===== src/rtl/addsub_rr_sched.sv =====
// Round-robin scheduler sharing one adder and one subtractor among NUM_REQ requesters.
// Define ADDSUB_SCHED_OVF_EN to build the signed-overflow flag on rsp_ovf; otherwise it is tied to 0.
module addsub_rr_sched #(
    parameter int NUM_REQ = 4,
    parameter int DATA_W  = 32,
    parameter int ID_W    = 2
) (
    input  logic                      clk,
    input  logic                      rst_n,
    input  logic [NUM_REQ-1:0]        req_valid,
    output logic [NUM_REQ-1:0]        req_ready,
    input  logic [NUM_REQ-1:0]        req_op,
    input  logic [NUM_REQ*DATA_W-1:0] req_a,
    input  logic [NUM_REQ*DATA_W-1:0] req_b,
    output logic [DATA_W-1:0]         a,
    output logic [DATA_W-1:0]         b,
    input  logic [DATA_W-1:0]         sum,
    output logic [DATA_W-1:0]         x,
    output logic [DATA_W-1:0]         y,
    input  logic [DATA_W-1:0]         sub,
    output logic                      rsp_valid,
    input  logic                      rsp_ready,
    output logic [ID_W-1:0]           rsp_id,
    output logic [DATA_W-1:0]         rsp_data,
    output logic                      rsp_ovf
);

    localparam int SW = ID_W + 2;
    localparam logic [SW-1:0]      SW_ONE   = SW'(1'b1);
    localparam logic [SW-1:0]      SW_NREQ  = SW'(NUM_REQ);
    localparam logic [NUM_REQ-1:0] OH_LSB   = NUM_REQ'(1'b1);
    localparam logic [ID_W-1:0]    PTR_INIT = ID_W'(NUM_REQ - 1);

    typedef enum logic [1:0] {
        IDLE = 2'b00,
        EXEC = 2'b01,
        RESP = 2'b10
    } state_t;

    state_t                state_r;
    state_t                state_nxt_s;
    logic [ID_W-1:0]       ptr_r;
    logic [ID_W-1:0]       id_r;
    logic                  op_r;
    logic [DATA_W-1:0]     a_r;
    logic [DATA_W-1:0]     b_r;
    logic [DATA_W-1:0]     x_r;
    logic [DATA_W-1:0]     y_r;
    logic                  rsp_valid_r;
    logic [ID_W-1:0]       rsp_id_r;
    logic [DATA_W-1:0]     rsp_data_r;

    logic [2*NUM_REQ-1:0]  dbl_s;
    logic [NUM_REQ-1:0]    rot_s;
    logic [NUM_REQ-1:0]    grant_oh_s;
    logic [SW-1:0]         off_s;
    logic [SW-1:0]         pos_s;
    logic [ID_W-1:0]       grant_id_s;
    logic                  grant_vld_s;
    logic                  acc_s;
    logic                  sel_op_s;
    logic [DATA_W-1:0]     sel_a_s;
    logic [DATA_W-1:0]     sel_b_s;
    logic [DATA_W-1:0]     result_s;

    // Rotate the valid vector so bit 0 is the requester just after ptr, then take the lowest set bit.
    always_comb begin
        dbl_s       = {req_valid, req_valid};
        rot_s       = NUM_REQ'(dbl_s >> (SW'(ptr_r) + SW_ONE));
        grant_vld_s = |rot_s;
        off_s       = {SW{1'b0}};
        for (int j = NUM_REQ - 1; j >= 0; j--) begin
            off_s = rot_s[j] ? SW'(j) : off_s;
        end
        pos_s       = SW'(ptr_r) + SW_ONE + off_s;
        grant_id_s  = (pos_s >= SW_NREQ) ? ID_W'(pos_s - SW_NREQ) : ID_W'(pos_s);
        grant_oh_s  = grant_vld_s ? (OH_LSB << grant_id_s) : {NUM_REQ{1'b0}};
        acc_s       = rst_n && (state_r == IDLE) && grant_vld_s;
    end

    // Select the winning requester's op and operands.
    always_comb begin
        sel_op_s = 1'b0;
        sel_a_s  = {DATA_W{1'b0}};
        sel_b_s  = {DATA_W{1'b0}};
        for (int i = 0; i < NUM_REQ; i++) begin
            sel_op_s = (grant_id_s == ID_W'(i)) ? req_op[i]                  : sel_op_s;
            sel_a_s  = (grant_id_s == ID_W'(i)) ? req_a[i*DATA_W +: DATA_W] : sel_a_s;
            sel_b_s  = (grant_id_s == ID_W'(i)) ? req_b[i*DATA_W +: DATA_W] : sel_b_s;
        end
        result_s = op_r ? sub : sum;
    end

    assign req_ready = acc_s ? grant_oh_s : {NUM_REQ{1'b0}};

    // Next-state logic: one accepted op walks IDLE -> EXEC -> RESP -> IDLE.
    always_comb begin
        state_nxt_s = state_r;
        case (state_r)
            IDLE:    state_nxt_s = acc_s ? EXEC : IDLE;
            EXEC:    state_nxt_s = RESP;
            RESP:    state_nxt_s = rsp_ready ? IDLE : RESP;
            default: state_nxt_s = IDLE;
        endcase
    end

    // State register.
    always_ff @(posedge clk or negedge rst_n) begin
        if (!rst_n) begin
            state_r <= IDLE;
        end else begin
            state_r <= state_nxt_s;
        end
    end

    // Capture the accepted op; only the pair for the chosen unit is reloaded.
    always_ff @(posedge clk or negedge rst_n) begin
        if (!rst_n) begin
            op_r <= 1'b0;
            id_r <= {ID_W{1'b0}};
            a_r  <= {DATA_W{1'b0}};
            b_r  <= {DATA_W{1'b0}};
            x_r  <= {DATA_W{1'b0}};
            y_r  <= {DATA_W{1'b0}};
        end else if (acc_s) begin
            op_r <= sel_op_s;
            id_r <= grant_id_s;
            if (sel_op_s) begin
                x_r <= sel_a_s;
                y_r <= sel_b_s;
            end else begin
                a_r <= sel_a_s;
                b_r <= sel_b_s;
            end
        end
    end

    // Response registers and round-robin pointer; pointer moves only once the response is taken.
    always_ff @(posedge clk or negedge rst_n) begin
        if (!rst_n) begin
            rsp_valid_r <= 1'b0;
            rsp_id_r    <= {ID_W{1'b0}};
            rsp_data_r  <= {DATA_W{1'b0}};
            ptr_r       <= PTR_INIT;
        end else begin
            case (state_r)
                EXEC: begin
                    rsp_valid_r <= 1'b1;
                    rsp_id_r    <= id_r;
                    rsp_data_r  <= result_s;
                end
                RESP: begin
                    if (rsp_ready) begin
                        rsp_valid_r <= 1'b0;
                        ptr_r       <= id_r;
                    end
                end
                default: rsp_valid_r <= rsp_valid_r;
            endcase
        end
    end

`ifdef ADDSUB_SCHED_OVF_EN
    logic rsp_ovf_r;

    function automatic logic ovf_calc(input logic is_sub, input logic [DATA_W-1:0] p,
                                      input logic [DATA_W-1:0] q, input logic [DATA_W-1:0] r);
        logic same_sign;
        same_sign = (p[DATA_W-1] == q[DATA_W-1]);
        return (is_sub ? !same_sign : same_sign) && (r[DATA_W-1] != p[DATA_W-1]);
    endfunction

    // Signed overflow is captured alongside rsp_data and held with it.
    always_ff @(posedge clk or negedge rst_n) begin
        if (!rst_n) begin
            rsp_ovf_r <= 1'b0;
        end else if (state_r == EXEC) begin
            rsp_ovf_r <= ovf_calc(op_r, op_r ? x_r : a_r, op_r ? y_r : b_r, result_s);
        end
    end

    assign rsp_ovf = rsp_ovf_r;
`else
    assign rsp_ovf = 1'b0;
`endif

    assign a         = a_r;
    assign b         = b_r;
    assign x         = x_r;
    assign y         = y_r;
    assign rsp_valid = rsp_valid_r;
    assign rsp_id    = rsp_id_r;
    assign rsp_data  = rsp_data_r;

endmodule

===== config.mk =====
export PLATFORM = sky130hd
export DESIGN_NAME = addsub_rr_sched
export DESIGN_NICKNAME = d
export VERILOG_FILES = /design/src/rtl/addsub_rr_sched.sv
export SDC_FILE = /design/constraint.sdc
export NUM_CORES = 1
export LEC_CHECK = 0
export CAP_MARGIN = 20
export CORE_AREA = 2 2 196 198
export CTS_CLUSTER_DIAMETER = 120
export DETAILED_ROUTE_END_ITERATION = 10
export DIE_AREA = 0 0 198 200
export GPL_ROUTABILITY_DRIVEN = 0
export MAX_ROUTING_LAYER = met4
export PLACE_DENSITY_LB_ADDON = 0.08
export SYNTH_ARGS = -nofsm -noshare
export SYNTH_HDL_FRONTEND = slang
export SYNTH_SLANG_ARGS = --single-unit

===== constraint.sdc =====
create_clock -name clk -period 4.01 [get_ports clk]
set_clock_uncertainty 0.05 [all_clocks]
set_input_delay 0.802 -clock clk [delete_from_list [all_inputs] [get_ports clk]]
set_output_delay 0.802 -clock clk [all_outputs]
set_load 0.02 [all_outputs]

# Yosys cells after proc, flatten, opt, wreduce, memory -nomap -nowiden
# Index checks and enable logic that the tools add are counted.
[totals]
register_bits = 170
wordCells = 59
[classes]
reduce_logical = 10
eq_ne = 6
n_mux = 25
n_addsub = 3
bitwise_logic = 1
n_lt_le_gt_ge = 1
shift = 2
[ops]
columns = ["cell", "count"]
rows = [
  ["$mux W32", 9],
  ["$mux W2", 6],
  ["$mux W4", 2],
  ["$reduce_and A2 Y1", 4],
  ["$shr A8 B4 Y4", 1],
  ["$eq A2 B2 Y1 const B", 3],
  ["$mux W1", 6],
  ["$pmux W2 S3", 1],
  ["$add A3 B2 Y4", 1],
  ["$eq A2 B1 Y1 const B", 2],
  ["$ge A4 B3 Y1 const B", 1],
  ["$logic_not A2 Y1", 2],
  ["$reduce_or A4 Y1", 1],
  ["$shl A1 B2 Y4 const A", 1],
  ["$add A2 B1 Y3 const B", 1],
  ["$logic_and A1 B1 Y1", 2],
  ["$ne A2 B2 Y1 const B", 1],
  ["$pmux W1 S2", 1],
  ["$reduce_bool A2 Y1", 1],
  ["$sub A2 B1 Y2 const B", 1],
  ["$not A1 Y1", 1],
]

# Longest topological paths before layout
# Gate-level depths: netlist of run 1.
[logic_depth]
depth_word = 16
depth_mapped = 14
depth_no_buf = 11

# Worst setup path after synthesis of run 1
# OpenSTA, ideal clock, no wires.
[synth_path]
kind = "input port to output port"
startpoint = "input port req_valid[1]"
endpoint = "output port req_ready[0]"
path_stages = 10
path_slack_ns = 0.456
arrival_ns = 2.702
t_required_ns = 3.158
path_buffers = 3
cell_sequence = "nor2b_1 -> a21oi_1 -> o211ai_1 -> o21ai_0 -> ha_1 -> clkbuf_1 -> clkbuf_1 -> clkbuf_1 -> nand2_1 -> nor2_1"
[synth_via]
elab_chain_len = 11
word_cells_on_any_way = 14
cone_classes = "2 x add/sub; 1 x order compare; 2 x shift; 7 x mux; 2 x reduce/logical"
[synth_lines]
columns = ["item", "line_no", "source"]
rows = [
  ["from (decl)", "10", "input logic [NUM_REQ-1:0] req_valid,"],
  ["$shr A8 B4 Y4 (*)", "69", "rot_s = NUM_REQ'(dbl_s >> (SW'(ptr_r) + SW_ONE));"],
  ["$mux W2 (4 in a row)", "73", "off_s = rot_s[j] ? SW'(j) : off_s;"],
  ["$add A3 B2 Y4", "75", "pos_s = SW'(ptr_r) + SW_ONE + off_s;"],
  ["$ge A4 B3 Y1 / $sub A2 B1 Y2 (equally long branches)", "76", "grant_id_s = (pos_s >= SW_NREQ) ? ID_W'(pos_s - SW_NREQ) : ID_W'(pos_s);"],
  ["$mux W2", "76", ""],
  ["$shl A1 B2 Y4", "77", "grant_oh_s = grant_vld_s ? (OH_LSB << grant_id_s) : {NUM_REQ{1'b0}};"],
  ["$mux W4", "77", ""],
  ["$mux W4 (*)", "94", "assign req_ready = acc_s ? grant_oh_s : {NUM_REQ{1'b0}};"],
  ["to (decl)", "11", "output logic [NUM_REQ-1:0] req_ready,"],
]
# Every way passes the cells marked *; elsewhere a longest branch is shown, timed or not.

# Final worst setup path of run 1
[layout_path]
startpoint = "input port req_valid[0]"
endpoint = "output port req_ready[2]"
# The elaborated chain is that of the path after synthesis.

==> impl_metrics.env, run 1 <==
export IMPL_synth_top_cell_area_share_pct=46.78
export IMPL_crit_slowest_cell="buf_4"
export IMPL_grt_pass1_wl_um=53070
export IMPL_core_area_mm2=0.03740
export IMPL_worst_r2r_cell_count=12
export IMPL_hp_start="rsp_data[31]$_DFFE_PN0P_"
export IMPL_timing_rr_end="y[0]$_DFFE_PN0P_"
export IMPL_grt_use_met1_pct=21.38
export IMPL_cts_setup_buffers=0
export IMPL_tightestPinTransition_ns=1.002
export IMPL_overflow=0
export IMPL_final_common_cell="clkdlybuf4s50_1"
export IMPL_grt_start_max_net_pins=171
export IMPL_final_nets=1785
export IMPL_path_cells="clkdlybuf4s50_1, buf_4, or2_1, a21oi_2, o32ai_4, buf_4, nor2_1, buf_4"
export IMPL_netlist_area_mm2=0.008987
export IMPL_outcome="finished, final reports clean"
export IMPL_dr_pass1_iters=4
export IMPL_nFillCells=3799
export IMPL_min_period_over_period_pct=93.42
export IMPL_dpl_cell_count=1944
export IMPL_syn_avg_cell_area_um2=9.161
export IMPL_antenna_found_initial=3
export IMPL_drive_above_1_share_pct=8.328
export IMPL_ant_nets=0
export IMPL_routed_wl_um=36500
export IMPL_clkLatencyLatePin_ns=0.43
export IMPL_ys_seq_elements=170
export IMPL_rsz0062_at_grt="false"
export IMPL_seq_area_frac_synth_pct=47.36
export IMPL_max_vdd_ir_drop_uv=774.2
export IMPL_drv_cap=0
export IMPL_clk_pin_slew_ns=0.06
export IMPL_yosys_top_cells_area="dfrtp_1 (47%), mux2i_1 (11%), o21ai_0 (8.7%), nand2_1 (7.0%), mux2_2 (5.3%)"
export IMPL_cts_htree_levels=4
export IMPL_setup_viol=0
export IMPL_timing_rr_start="ptr_r[1]$_DFFE_PN1P_"
export IMPL_die_area_mm2=0.03960
export IMPL_final_cell_mix="clkdlybuf4s50_1 (492), nand2_1 (167), dfrtp_1 (167)"
export IMPL_start_util_pct=24.03
export IMPL_vias=8723
export IMPL_hold_class="reg -> reg"
export IMPL_grt_busiest_layer="met2"
export IMPL_cts_num_sinks=170
export IMPL_yosys_area_top_type="dfrtp_1"
export IMPL_hold_viol=0
export IMPL_grt_use_met3_pct=5.208
export IMPL_cts_tree="done"
export IMPL_worstHoldEndpoint="rsp_data[31]$_DFFE_PN0P_"
export IMPL_final_seq_area_mm2=0.004258
export IMPL_clockBufferDepth=2
export IMPL_area_delta_synth_final_pct=69.12
export IMPL_yosysWarningCount=0
export IMPL_rows=71
export IMPL_synthCells=981
export IMPL_post_cts_resized=2
export IMPL_fp_dieH_um=200
export IMPL_p_leak_nw=6.794
export IMPL_grt_pass1_vias=8640
export IMPL_fmax_mhz=266.9
export IMPL_dp_hpwl_um=27320
export IMPL_ctsHoldBuffers=0
export IMPL_power_density_mw_per_mm2=877.9
export IMPL_cts_buffers=17
export IMPL_crit_path_start_kind="primary input"
export IMPL_ios=499
export IMPL_crit_arrival_ns=2.89
export IMPL_pre_cts_ws_ns=-0.1556
export IMPL_end_kind="primary output"
export IMPL_slowest_delay_ns=0.64
export IMPL_ys_types=34
export IMPL_wl_per_cell_um=18.45
export IMPL_grt_use_met2_pct=31.35
export IMPL_cts_root_buf="clkbuf_16"
export IMPL_multi_input_area_mm2=0.004174
export IMPL_grtUsageTotal_pct=18.42
export IMPL_period_needed_ns=3.746
export IMPL_worst_setup_path_type="in -> out"
export IMPL_slew_violations=0
export IMPL_cp_required_ns=3.16
export IMPL_crit_fanout=66
export IMPL_setup_ws_ns=0.2637
export IMPL_cpMostUsedCell="buf_4"
export IMPL_die_x_um=198
export IMPL_post_route_drc_count=0
export IMPL_reg2reg_slack_ns=0.73
export IMPL_synth_nets=1313
export IMPL_drtIter0Drc=226
export IMPL_io_buffers=497
export IMPL_fin_cells=1979
export IMPL_whs_path_depth=2
export IMPL_maxSlewHeadroom_pct=33.23
export IMPL_vias_per_cell=4.408
==> final cells by class <==
type	count	area share, %
repair buffers	529	34.89
well taps	511	4.206
clock inverters	9	0.6092
clock buffers	22	3.120
diodes	3	0.04939
inverters	67	1.655
multi-input cells	668	27.46
flip-flops and latches	170	28.01
==> sequential cells by signal, summed over array words and instances, names as in the netlist <==
| name | cells |
|---|---|
| x | 32 |
| ptr_r | 2 |
| b | 32 |
| state_r | 2 |
| rsp_id | 2 |
| y | 32 |
| op_r | 1 |
| id_r | 2 |
| rsp_valid | 1 |
| a | 32 |
| rsp_data | 32 |
==> kinds of logic after synthesis <==
logic type                 share of synthesized area (%)
AOI/OAI and AO/OA                                  13.95
muxes                                              19.45
other                                            0.04173
DFF                                                47.36
buffers and inverters                              6.752
and+or+nand+nor                                    12.13
adders and majority gates                         0.1392
xor gates and xnor gates                          0.1810
==> synth_stat cells <==
master and instances:
nor3_1 4, o32a_1 1, o21ai_0 156, mux2_1 27, conb_1 1, nand2_1 167, dfrtp_1 168, inv_1 67
a21o_1 1, dfstp_2 2, nand2_2 1, buf_1 4, nor2b_1 4, or2_1 2, buf_6 4, nor3b_1 1
o2bb2ai_1 1, xnor2_2 1, or2_2 1, mux2i_1 97, o21ai_2 1, nor2_1 8, buf_2 20, o211ai_1 1
a21oi_1 3, nand3_1 66, buf_4 4, clkbuf_1 44, a21oi_2 2, nand2b_1 4, ha_1 1, mux2_2 42
o32ai_4 1, o21ai_1 74
==> critical path, delay by kind of cell <==
family | cells | cell delay [ns]
and+or+nand+nor | 2 | 0.27
AOI/OAI and AO/OA | 2 | 0.31
buffers and inverters | 4 | 1.50
==> routing by layer <==
layer	part of all wire, %	vias to the layer above
met5	0	-
met4	1.4	0
met3	7.2	29
met2	50	291
met1	41	4138
li1	-	4265
==> stage by stage <==
| step | TNS [ns] | utilization (%) | cell area (µm²) | hold WS [ns] | power (mW) |
|---|---|---|---|---|---|
| global placement | -1.043 | 39.05 | 14600 | 0.4160 | 11.93 |
| global route | 0 | 40.64 | 15200 | 0.4493 | 14.38 |
| finish | 0 | 40.64 | 15200 | 0.4290 | 13.34 |
| CTS | 0 | 40.56 | 15170 | 0.4343 | 13.64 |
| detailed placement | -0.7738 | 39.05 | 14600 | 0.4200 | 11.96 |
| floorplan | 0 | - | 8987 | 0.4039 | 8.067 |
==> report_power, final <==
group          switching, mW  internal (mW)  total [mW]
sequential             0.542           2.60        3.14
clock                  0.716          0.905        1.62
combinational           4.90           3.67        8.58
==> worst max-delay path by stage <==
| stage | depth (start not counted) | endpoint | startpoint | slack [ns] |
|---|---|---|---|---|
| floorplan | 10 | req_ready[0] | req_valid[1] | 0.46 |
| global placement | 9 | req_ready[3] | req_valid[0] | -0.21 |
| detailed placement | 9 | req_ready[3] | req_valid[0] | -0.16 |
| CTS | 8 | req_ready[1] | req_valid[0] | 0.13 |
| global route | 8 | req_ready[2] | req_valid[0] | 0.06 |
| finish | 8 | req_ready[2] | req_valid[0] | 0.26 |
(Power assumes the default switching activity.)
==> run 2, diff against run 1 <==
HOLD_SLACK_MARGIN = 0.1   (was default)
==> results of run 2 <==
Final layout, timing and power as in run 1 (identical DEF).
